[config.mk]
export PLATFORM = sky130hd
export DESIGN_NAME = k_vector_stream
export DESIGN_NICKNAME = d
export VERILOG_FILES = /design/src/rtl/k_vector_stream.sv
export SDC_FILE = /design/constraint.sdc
export NUM_CORES = 1
export LEC_CHECK = 0
export ABC_AREA = 1
export BUFFER_PORTS_ARGS = -buffer_cell sky130_fd_sc_hd__buf_2
export CAP_MARGIN = 20
export CORE_MARGIN = 2
export CORE_UTILIZATION = 57
export CTS_CLUSTER_DIAMETER = 50
export DETAILED_ROUTE_END_ITERATION = 16
export GPL_ROUTABILITY_DRIVEN = 0
export PLACE_DENSITY = 0.82
export SLEW_MARGIN = 25
export SYNTH_ARGS = -nofsm -noshare
export SYNTH_HDL_FRONTEND = slang
export SYNTH_SLANG_ARGS = --single-unit
[constraint.sdc]
create_clock -name clock -period 2.25 [get_ports clock]
set_clock_uncertainty 0.1 [all_clocks]
set_input_delay 0.45 -clock clock [delete_from_list [all_inputs] [get_ports clock]]
set_output_delay 0.45 -clock clock [all_outputs]
set_load 0.1 [all_outputs]
[src/rtl/k_vector_stream.sv]
// Streams K[0..K_LENGTH-1] from an external ROM to the round engine through a prefetch FIFO.
// First word on k_valid_o 2+ROM_LATENCY cycles after start_i; ROM reads are credit-limited so k_ready_i stalls never overflow the FIFO.
module k_vector_stream #(
    parameter int K_LENGTH    = 64,
    parameter int WORD_W      = 32,
    parameter int ROM_LATENCY = 1,
    parameter int FIFO_DEPTH  = 4
) (
    input  logic                        clock,
    input  logic                        reset,
    input  logic                        enable_i,
    input  logic                        start_i,
    output logic [$clog2(K_LENGTH)-1:0] k_addr_o,
    output logic                        k_read_o,
    input  logic [WORD_W-1:0]           k_data_i,
    input  logic                        k_ready_i,
    output logic                        k_valid_o,
    output logic [WORD_W-1:0]           k_value_o,
    output logic [$clog2(K_LENGTH)-1:0] k_round_o,
    output logic                        busy_o,
    output logic                        k_done_o
);
    localparam int AW = $clog2(K_LENGTH);
    localparam int CW = AW + 1;
    localparam int PW = $clog2(FIFO_DEPTH);
    localparam int NW = PW + 1;
    localparam int SW = NW + 3;

    typedef enum logic [1:0] {IDLE, FETCH, DRAIN, DONE} state_t;

    state_t                 state_q;
    logic [AW-1:0]          addr_q;
    logic                   rd_q;
    logic [CW-1:0]          pop_cnt_q;
    logic                   busy_q;
    logic                   done_q;
    logic [ROM_LATENCY-1:0] pipe_q;
    logic [ROM_LATENCY-1:0] pipe_d;
    logic [WORD_W-1:0]      mem_q [FIFO_DEPTH];
    logic [PW-1:0]          wr_ptr_q;
    logic [PW-1:0]          rd_ptr_q;
    logic [NW-1:0]          count_q;
    logic [NW-1:0]          count_d;
    logic [SW-1:0]          in_flight_d;
    logic                   clr;
    logic                   push;
    logic                   pop;
    logic                   last_issue;
    logic                   last_pop;
    logic                   credit_ok;

    assign clr        = reset | ~enable_i;
    assign push       = pipe_q[ROM_LATENCY-1];
    assign pop        = (count_q != '0) & k_ready_i;
    assign last_issue = rd_q & (addr_q == AW'(K_LENGTH - 1));
    assign last_pop   = pop & (pop_cnt_q == CW'(K_LENGTH - 1));
    assign pipe_d     = (pipe_q << 1) | ROM_LATENCY'(rd_q);
    assign count_d    = count_q + NW'(push) - NW'(pop);

    // Credit for the read registered now: next-cycle occupancy plus reads still in the ROM pipe.
    always_comb begin
        in_flight_d = '0;
        for (int i = 0; i < ROM_LATENCY; i++) begin
            in_flight_d = in_flight_d + SW'(pipe_d[i]);
        end
        credit_ok = (SW'(count_d) + in_flight_d) < SW'(FIFO_DEPTH);
    end

    always_ff @(posedge clock) begin
        if (clr) begin
            state_q   <= IDLE;
            addr_q    <= '0;
            rd_q      <= 1'b0;
            pop_cnt_q <= '0;
            busy_q    <= 1'b0;
            done_q    <= 1'b0;
        end else begin
            if (pop) begin
                pop_cnt_q <= pop_cnt_q + CW'(1);
            end
            case (state_q)
                IDLE, DONE: begin
                    if (start_i) begin
                        state_q   <= FETCH;
                        addr_q    <= '0;
                        rd_q      <= 1'b1;
                        pop_cnt_q <= '0;
                        busy_q    <= 1'b1;
                        done_q    <= 1'b0;
                    end
                end
                FETCH: begin
                    if (last_issue) begin
                        state_q <= DRAIN;
                        rd_q    <= 1'b0;
                    end else begin
                        if (rd_q) begin
                            addr_q <= addr_q + AW'(1);
                        end
                        rd_q <= credit_ok;
                    end
                end
                DRAIN: begin
                    if (last_pop) begin
                        state_q <= DONE;
                        busy_q  <= 1'b0;
                        done_q  <= 1'b1;
                    end
                end
                default: ;
            endcase
        end
    end

    always_ff @(posedge clock) begin
        if (clr) begin
            pipe_q   <= '0;
            wr_ptr_q <= '0;
            rd_ptr_q <= '0;
            count_q  <= '0;
        end else begin
            pipe_q  <= pipe_d;
            count_q <= count_d;
            if (push) begin
                wr_ptr_q <= wr_ptr_q + PW'(1);
            end
            if (pop) begin
                rd_ptr_q <= rd_ptr_q + PW'(1);
            end
        end
    end

    always_ff @(posedge clock) begin
        if (push) begin
            mem_q[wr_ptr_q] <= k_data_i;
        end
    end

    assign k_addr_o  = addr_q;
    assign k_read_o  = rd_q;
    assign k_valid_o = (count_q != '0);
    assign k_value_o = k_valid_o ? mem_q[rd_ptr_q] : '0;
    assign k_round_o = pop_cnt_q[AW-1:0];
    assign busy_o    = busy_q;
    assign k_done_o  = done_q;
endmodule

==> results of run 1 <==
-- per-stage QoR --
stage	util, %	std cells	setup TNS, ps	worst slack, ps
after floorplan	-	595	-7570	-250
after global placement	68.3	813	0	19.8
after detailed placement	68.3	813	-69.8	-69.8
after CTS	74.1	845	-69.8	-18.7
after global routing	76.4	854	-3110	-162
final	76.4	855	-1130	-97.7
-- state kept, by name (all words and copies together) (netlist names), named ones only --
register,cells
pipe_q,1
state_q,2
wr_ptr_q,2
k_done_o,1
k_read_o,1
count_q,3
rd_ptr_q,2
pop_cnt_q,7
busy_o,1
mem_q,128
k_addr_o,6
-- report_power, final --
part           leakage (nW)  internal, mW  total [mW]  switching, mW
Combinational          1.54         0.152       0.504          0.352
Sequential             1.38          3.14        3.16         0.0176
Clock                 0.282          1.77        2.87           1.11
-- worst min path at each step --
stage,start,endpoint,slack [ps],cells past startpoint
after floorplan,rd_ptr_q[0],flip-flop,340,1
after global placement,busy_o,busy_o,330,2
after detailed placement,busy_o,busy_o,340,2
after CTS,k_data_i[16],mem_q[2][16],130,1
after global routing,k_data_i[31],mem_q[2][31],130,1
final,k_data_i[25],mem_q[3][25],140,1
-- critical path, cell delays in order, from the launching register on --
cell     delay, ps
dfxtp_4        350
buf_12         150
inv_8          130
buf_12         170
o21ai_1        110
a21oi_2        240
buf_12         210
-- cell usage in the layout, fill, tap and decap left out, types with 3 or more instances in the layout --
cell / instances
dfxtp_2: 3
nand2_2: 6
clkbuf_16: 23
clkinvlp_4: 4
o21ai_0: 26
dfxtp_1: 24
nand2_1: 34
buf_2: 52
bufinv_16: 3
o21ai_2: 4
buf_4: 14
nor2_1: 154
clkinv_2: 4
nand2_4: 3
nand3_1: 12
inv_1: 37
ha_1: 9
a21oi_2: 32
buf_6: 3
buf_12: 37
nor2_2: 9
a21oi_1: 15
o21ai_1: 44
xor2_1: 3
edfxtp_1: 128
inv_2: 3
-- cell families (layout without fill, tap and decap cells) --
logic type / after synthesis / count (layout) / synth area share, %
AO/OA/AOI/OAI: 127 / 127 / 10.3
AND/OR/NAND/NOR: 223 / 223 / 14.1
adder cells (fa/ha/maj): 11 / 11 / 2.22
flip-flops: 156 / 156 / 67.4
other: 0 / 1 / 0
buffers and inverters: 73 / 189 / 5.23
XOR/XNOR: 5 / 5 / 0.671
-- timing repair --
action	CTS	global route
resized for setup	36	48
cloned	0	7
buffers inserted	0	2
pin swaps	5	19
endpoints found under the setup margin	32	33
-- metal layers --
metal / share of wire [%] / up-vias / global-route usage (%)
met5: 0 / - / 0
met4: 2.0 / 0 / 11.8
met3: 8.9 / 40 / 6.07
met2: 51 / 262 / 41.6
met1: 38 / 2299 / 27.2
li1: - / 2226 / -
-- final cells by class --
type	instances	share of cell area [%]
timing repair buffer	115	15.6
inverter	42	1.94
antenna	1	0.0289
clock inverter	12	1.72
tap	143	2.07
clock buffer	20	5.16
sequential	156	51.0
multi-input combinational	366	22.5
==> results.yml, run 1 <==
floorplan:
  die_h_um: 111
  initial_core_util_pct: 57.7
  die_area_um2: 12300
  ios: 85
  die_x_um: 111
  row_count: 39
  core_um2: 11300
logic_synthesis:
  synth_area_um2: 6530
  synthFlopType: "edfxtp_1"
  synth_cells: 595
  synth_top_area_share_pct: 58.9
  synth.avg_cell_area_um2: 11.0
  synth.most_common_cell: "nor2_1"
  synthTopCellsByCount: "160 x nor2_1, 128 x edfxtp_1, 71 x o21ai_0"
  yosysWarnings: 0
  synth_fp_nets: 643
  ys_seq_area_share_pct: 67.4
  yosys_register_bits: 156
  async_reset_ff_share_pct: 0
  yosys-top-cells-area: "edfxtp_1 59%, nor2_1 9.2%, dfxtp_1 8.6%, o21ai_0 5.4%, a21oi_1 3.6%"
  synth_top_cell_by_area: "edfxtp_1"
  synth_cell_type_count: 34
  synth_edf_count: 128
route:
  drc_errors: 0
  ant_nets: 0
  drtPass1Iterations: 6
  vias_per_cell: 5.65
  drt_iter0_drc: 357
  drt_wl_total_mm: 15.8
  wire_per_inst_um: 18.5
  vias: 4827
grt:
  grt_usage_pct: 23.7
  grt_pass1_wl_mm: 22.6
  first_global_vias: 4824
  grt_max_degree: 39
  antenna_found_initial: 0
  grt_overflow: 0
sta:
  rsz0062_at_grt: "yes"
  max_freq_mhz: 426
  final.setup.worst_slack_ps: -97.7
  min_period_ps: 2350
  min_period_over_period_pct: 104
  slew_violations: 0
  finalHoldViolCount: 0
  setup_viol: 28
  fin_hold_ws_ps: 144
  tightest_slew_ps: 486
  slew_headroom_pct: 67.8
placed_design:
  numPortBuffers: 84
  place_area_um2: 7730
  dp_hpwl_mm: 8.76
setup_path:
  worstReg2RegEnd: "k_read_o"
  critical_path_required_ps: 1700
  rr_startpoint: "count_q[2]"
  crit_path_end_kind: "output port"
  crit_end: "k_value_o[10]"
  reg2reg_depth: 11
  start_kind: "flip-flop"
  crit_type: "flip-flop to output port"
  rrSetupSlack_ps: 160
  crit_fanout: 18
  cp_data_arrival_time_ps: 1800
clocking:
  cts_hold_buf: 0
  cts.clk_slew.worst_paths_ps: 60
  root_buffer: "clkbuf_16"
  cts_tree: "yes"
  numCtsBuffers: 17
  h-tree-depth: 4
  cts_sinks: 156
  clk_latency_ps: 420
  clk_path_buf_depth: 2
final_layout:
  areaGrowthSynthToFinish_pct: 32.5
  finish.instance_area_um2: 8650
  ff_latch_area_um2: 4410
  multiInputGateArea_um2: 1950
  fill_cells: 630
  nets: 746
  drive_gt1_share_pct: 30.4
power:
  vdd_drop_max_mv: 0.513
  p_per_area_nw_per_um2: 756
  p_leak_nw: 3.20
  p_total_mw: 6.54
status:
  violations: "negative setup slack"
  outcome: "finished, violations left"
run:
  cap_violations: 0
hold_path:
  worst_hold_path_type: "primary input to flip-flop"
(Power assumes the default switching activity.)
==> run 2, diff against run 1 <==
Settings changed: CAP_MARGIN 20 to unset, CORE_ASPECT_RATIO set to 0.75.
==> results.yml, run 2 (synthesis results as in run 1) <==
status:
  outcome: "finished, violations left"
  violations: "negative setup slack"
placed_design:
  numPortBuffers: 84
  dp_cells: 806
  dp_hpwl_mm: 8.42
final_layout:
  stdcell_count: 851
  areaGrowthSynthToFinish_pct: 32.8
  fill_cells: 630
  antenna_cells: 0
  nets: 746
  largest_register: "mem_q"
  drive_gt1_share_pct: 31.2
  final_cell_mix: "141 x nor2_1, 128 x edfxtp_1, 56 x o21ai_1, 52 x buf_2, 39 x buf_12"
  largest_register_ffs: 128
  layout.cells.most_common: "nor2_1"
power:
  vdd_drop_max_mv: 0.527
  p_sw_share_pct: 22.9
  p_per_area_nw_per_um2: 736
  pwr-share-seq_pct: 49.6
  p_leak_nw: 3.20
  net-switching-power_mw: 1.46
  internal_power_mw: 4.92
  comb_power_share_pct: 7.9
  power_frac_clock_pct: 42.5
clocking:
  clk_latency_ps: 420
  h-tree-depth: 4
  cts_hold_buf: 0
  cts_sinks: 156
  root_buffer: "clkbuf_16"
  cts_tree: "yes"
  cts.clk_slew.worst_paths_ps: 60
  numCtsBuffers: 17
  clk_path_buf_depth: 2
setup_path:
  worstReg2RegEnd: "k_read_o"
  cp_slowest_cell: "dfxtp_4"
  crit_type: "flip-flop to output port"
  critical_path_required_ps: 1700
  path_cells: "buf_8, clkbuf_16, nor2_1, nor2_1, o21ai_1, a21oi_2, buf_12"
  crit_path_end_kind: "output port"
  crit_family: "buffers and inverters"
  rrSetupSlack_ps: 150
  start_kind: "flip-flop"
  cpMostUsedCell: "nor2_1"
  rr_startpoint: "count_q[2]"
  crit_fanout: 5
  critPathMaxStageDelay_ps: 400
  path_buf_inv: 3
  cp_data_arrival_time_ps: 1820
  reg2reg_depth: 11
sta:
  min_period_over_period_pct: 105
  finalHoldViolCount: 0
  slew_violations: 0
  rsz0062_at_grt: "yes"
  final.setup.worst_slack_ps: -124
  max_freq_mhz: 421
  slew_headroom_pct: 65.6
  min_period_ps: 2370
  tightest_slew_ps: 515
  setup_tns_ps: -1450
  setup_viol: 31
hold_path:
  worst_hold_path_type: "primary input to flip-flop"
  min_from: "k_data_i[15]"
  whs_path_depth: 1
  hold-path-endpoint: "mem_q[2][15]"
route:
  drt_iter0_drc: 329
  vias: 4725
  top_layer: "met4"
  wire_per_inst_um: 17.8
  drc_errors: 0
  drt_wl_total_mm: 15.2
  vias_per_cell: 5.55
  drtPass1Iterations: 4
  ant_nets: 0
  wl_met2_mm: 7.73
  detailroute.wirelength.met3_mm: 1.02
  met1_length_mm: 6.24
floorplan:
  die_area_um2: 12300
  ios: 85
  core_um2: 11100
  die_h_um: 96.7
  row_count: 33
  initial_core_util_pct: 59.0
  die_x_um: 128
grt:
  grt_usage_pct: 23.4
  first_global_vias: 4627
  antenna_found_initial: 0
  grt_max_degree: 35
  grt_overflow: 0
  grt_pass1_wl_mm: 22.2
run:
  cap_violations: 0
run 2: cell type report:
type                    instances  area, µm²  area share (%)
clock buffers                  20        437            5.04
clock inverters                12        124            1.43
inverters                      42        165            1.90
multi-input cells             366       1990            22.9
flip-flops and latches        156       4410            50.9
well taps                     140        175            2.02
repair buffers                115       1370            15.8
run 2: timing repair:
item	in CTS	in global routing
setup endpoints to repair	32	33
buffers inserted	2	3
gates cloned	1	7
gates resized for setup	42	62
pin swaps	4	31
run 2: worst max-delay path by stage:
stage | startpoint | endpoint | slack, ps | cells after the start
6_report | flip-flop | k_value_o[0] | -120 | 7
5_1_grt | flip-flop | k_value_o[0] | -180 | 7
4_1_cts | flip-flop | k_value_o[8] | -50 | 6
3_5_place_dp | k_ready_i | k_read_o | -30 | 11
3_3_place_gp | k_ready_i | k_read_o | 50 | 11
2_1_floorplan | count_q[1] | k_value_o[10] | -250 | 5
run 2: routing by layer:
metal  vias up  global-route usage (%)
met1      2295                    29.7
met3        17                    5.64
li1       2219                       -
met5         -                       0
met2       194                    39.5
met4         0                    8.54
run 2: power by group through the flow:
stage               clock, mW  combinational (mW)  sequential [mW]
global placement            0               0.473             3.22
global route             2.84               0.537             3.16
finish                   2.71               0.507             3.16
detailed placement          0               0.487             3.22
CTS                      2.73               0.493             3.16
floorplan                   0               0.271             3.28
run 2: per-stage QoR:
| stage | total power, mW | setup slack, ps | hold slack [ps] | utilization (%) | cell area [µm²] |
|---|---|---|---|---|---|
| floorplan | 3.55 | -250 | 344 | - | 6650 |
| global placement | 3.69 | 50.9 | 336 | 69.8 | 7720 |
| detailed placement | 3.71 | -31.0 | 353 | 69.8 | 7720 |
| CTS | 6.39 | -52.9 | 137 | 75.6 | 8360 |
| global route | 6.55 | -177 | 138 | 78.4 | 8670 |
| finish | 6.38 | -124 | 145 | 78.4 | 8670 |
==> run 3, diff against run 2 <==
Settings changed: GPL_TIMING_DRIVEN set to 0, SKIP_LAST_GASP set to 1.
==> results.yml, run 3 (synthesis results as in run 1) <==
sta:
  min_period_over_period_pct: 105
  setup_tns_ps: -1440
  setup_viol: 30
  finalHoldViolCount: 0
  tightest_slew_ps: 829
  slew_headroom_pct: 44.7
  slew_violations: 0
  rsz0062_at_grt: "yes"
  final.setup.worst_slack_ps: -124
  max_freq_mhz: 421
  min_period_ps: 2370
setup_path:
  path_cells: "buf_6, inv_2, buf_4, nor2_1, o21ai_1, a21oi_2, buf_8"
  path_buf_inv: 4
  critical_path_required_ps: 1700
  crit_fanout: 10
  cp_data_arrival_time_ps: 1820
  cp_slowest_cell: "dfxtp_2"
  crit_path_end_kind: "output port"
  start_kind: "flip-flop"
  critPathMaxStageDelay_ps: 330
  crit_type: "flip-flop to output port"
  crit_family: "buffers and inverters"
route:
  drt_wl_total_mm: 16.6
  drtPass1Iterations: 4
  ant_nets: 0
  vias: 4955
  vias_per_cell: 5.73
  drc_errors: 0
  drt_iter0_drc: 429
  wire_per_inst_um: 19.2
grt:
  grt_pass1_wl_mm: 24.9
  grt_usage_pct: 26.8
  grt_max_degree: 33
  grt_overflow: 0
  first_global_vias: 5005
  antenna_found_initial: 0
power:
  p_sw_share_pct: 22.5
  vdd_drop_max_mv: 0.559
  comb_power_share_pct: 7.7
  net-switching-power_mw: 1.50
  power_frac_clock_pct: 44.6
  p_per_area_nw_per_um2: 765
  p_leak_nw: 3.22
  internal_power_mw: 5.14
  pwr-share-seq_pct: 47.7
placed_design:
  post-place-ws_ps: -122
  dp_cells: 821
  numPortBuffers: 84
  dp_hpwl_mm: 8.81
floorplan:
  core_um2: 11100
  initial_core_util_pct: 59.0
  die_area_um2: 12300
  die_h_um: 96.7
  ios: 85
  row_count: 33
  die_x_um: 128
clocking:
  h-tree-depth: 4
  clk_latency_ps: 430
  numCtsBuffers: 17
  cts_tree: "yes"
  cts.clk_slew.worst_paths_ps: 70
  root_buffer: "clkbuf_16"
  cts_sinks: 156
  clk_path_buf_depth: 2
final_layout:
  final_cell_mix: "150 x nor2_1, 128 x edfxtp_1, 53 x buf_2, 49 x o21ai_1, 33 x nand2_1"
  drive_gt1_share_pct: 32.9
  nets: 759
  largest_register_ffs: 128
  areaGrowthSynthToFinish_pct: 32.9
  stdcell_count: 865
  largest_register: "mem_q"
  layout.cells.most_common: "nor2_1"
hold_path:
  worst_hold_path_type: "primary input to flip-flop"
run:
  cap_violations: 0
status:
  violations: "negative setup slack"
  outcome: "finished, violations left"
[run 3: cell types whose count changed in the layout (fill, tap and decap cells not counted), moves of 5 or more]
| cell | delta |
|---|---|
| buf_12 | -12 |
| buf_4 | +8 |
| buf_6 | +5 |
| buf_8 | +12 |
| nor2_1 | +9 |
| nor2_2 | -6 |
| o21ai_1 | -7 |
[run 3: stage by stage]
stage / hold slack [ps] / total power, mW / instance area [µm²] / utilization, %
finish: 138 / 6.63 / 8680 / 78.4
global route: 137 / 6.81 / 8670 / 78.4
CTS: 124 / 6.62 / 8490 / 76.7
detailed placement: 344 / 3.66 / 7290 / 65.9
global placement: 335 / 3.65 / 7250 / 65.5
floorplan: 344 / 3.55 / 6650 / -
[run 3: worst register-to-register path: stages, from the launching register on]
cell and delay (ps):
dfxtp_2 340, nor2_4 170, buf_12 120, a21boi_4 60, nand2_2 80, o21ai_1 70
ha_2 180, fa_1 510, inv_1 80, o31ai_2 200, nor2_1 80, nor2_1 90
nor2_1 40
[run 3: power by group through the flow]
stage	clock (mW)	sequential, mW	combinational [mW]
after global routing	3.10	3.16	0.546
after floorplan	0	3.28	0.271
after global placement	0	3.22	0.427
after detailed placement	0	3.22	0.440
after CTS	2.96	3.16	0.493
final	2.96	3.16	0.512
[run 3: final timing paths]
kind | startpoint | to | slack (ps) | cells after the start
worst min-delay path | k_data_i[26] | mem_q[2][26] | 140 | 1
worst max register to register | count_q[2] | k_read_o | 40 | 12
worst max-delay path | flip-flop | k_value_o[11] | -120 | 7
worst min register to register | busy_o | busy_o | 350 | 2
[run 3: timing repair]
item / in CTS / in global routing
hold buffers: 0 / 0
endpoints found under the setup margin: 33 / 33
pin swaps: 20 / 24
buffers inserted: 4 / 5
resized for setup: 176 / 78
gates cloned: 2 / 1
endpoints found under the hold margin: 0 / 0
[run 3: layer usage]
| metal | vias up | routed length (µm) | GRT usage (%) |
|---|---|---|---|
| met5 | - | 0 | 0 |
| met4 | 0 | 314 | 8.96 |
| met3 | 33 | 1290 | 7.58 |
| met2 | 259 | 8440 | 45.4 |
| met1 | 2405 | 6550 | 33.3 |
| li1 | 2258 | - | - |
[run 3: final cells by class]
type                            instances  area (µm²)
Antenna cell                            1        2.50
Buffer                                 31         338
Multi-Input combinational cell        366        1980
Timing Repair Buffer                   97        1000
Inverter                               42         165
Clock buffer                           19         433
Fill cell                             649        2390
Tap cell                              140         175
Clock inverter                         13         174
Sequential cell                       156        4410
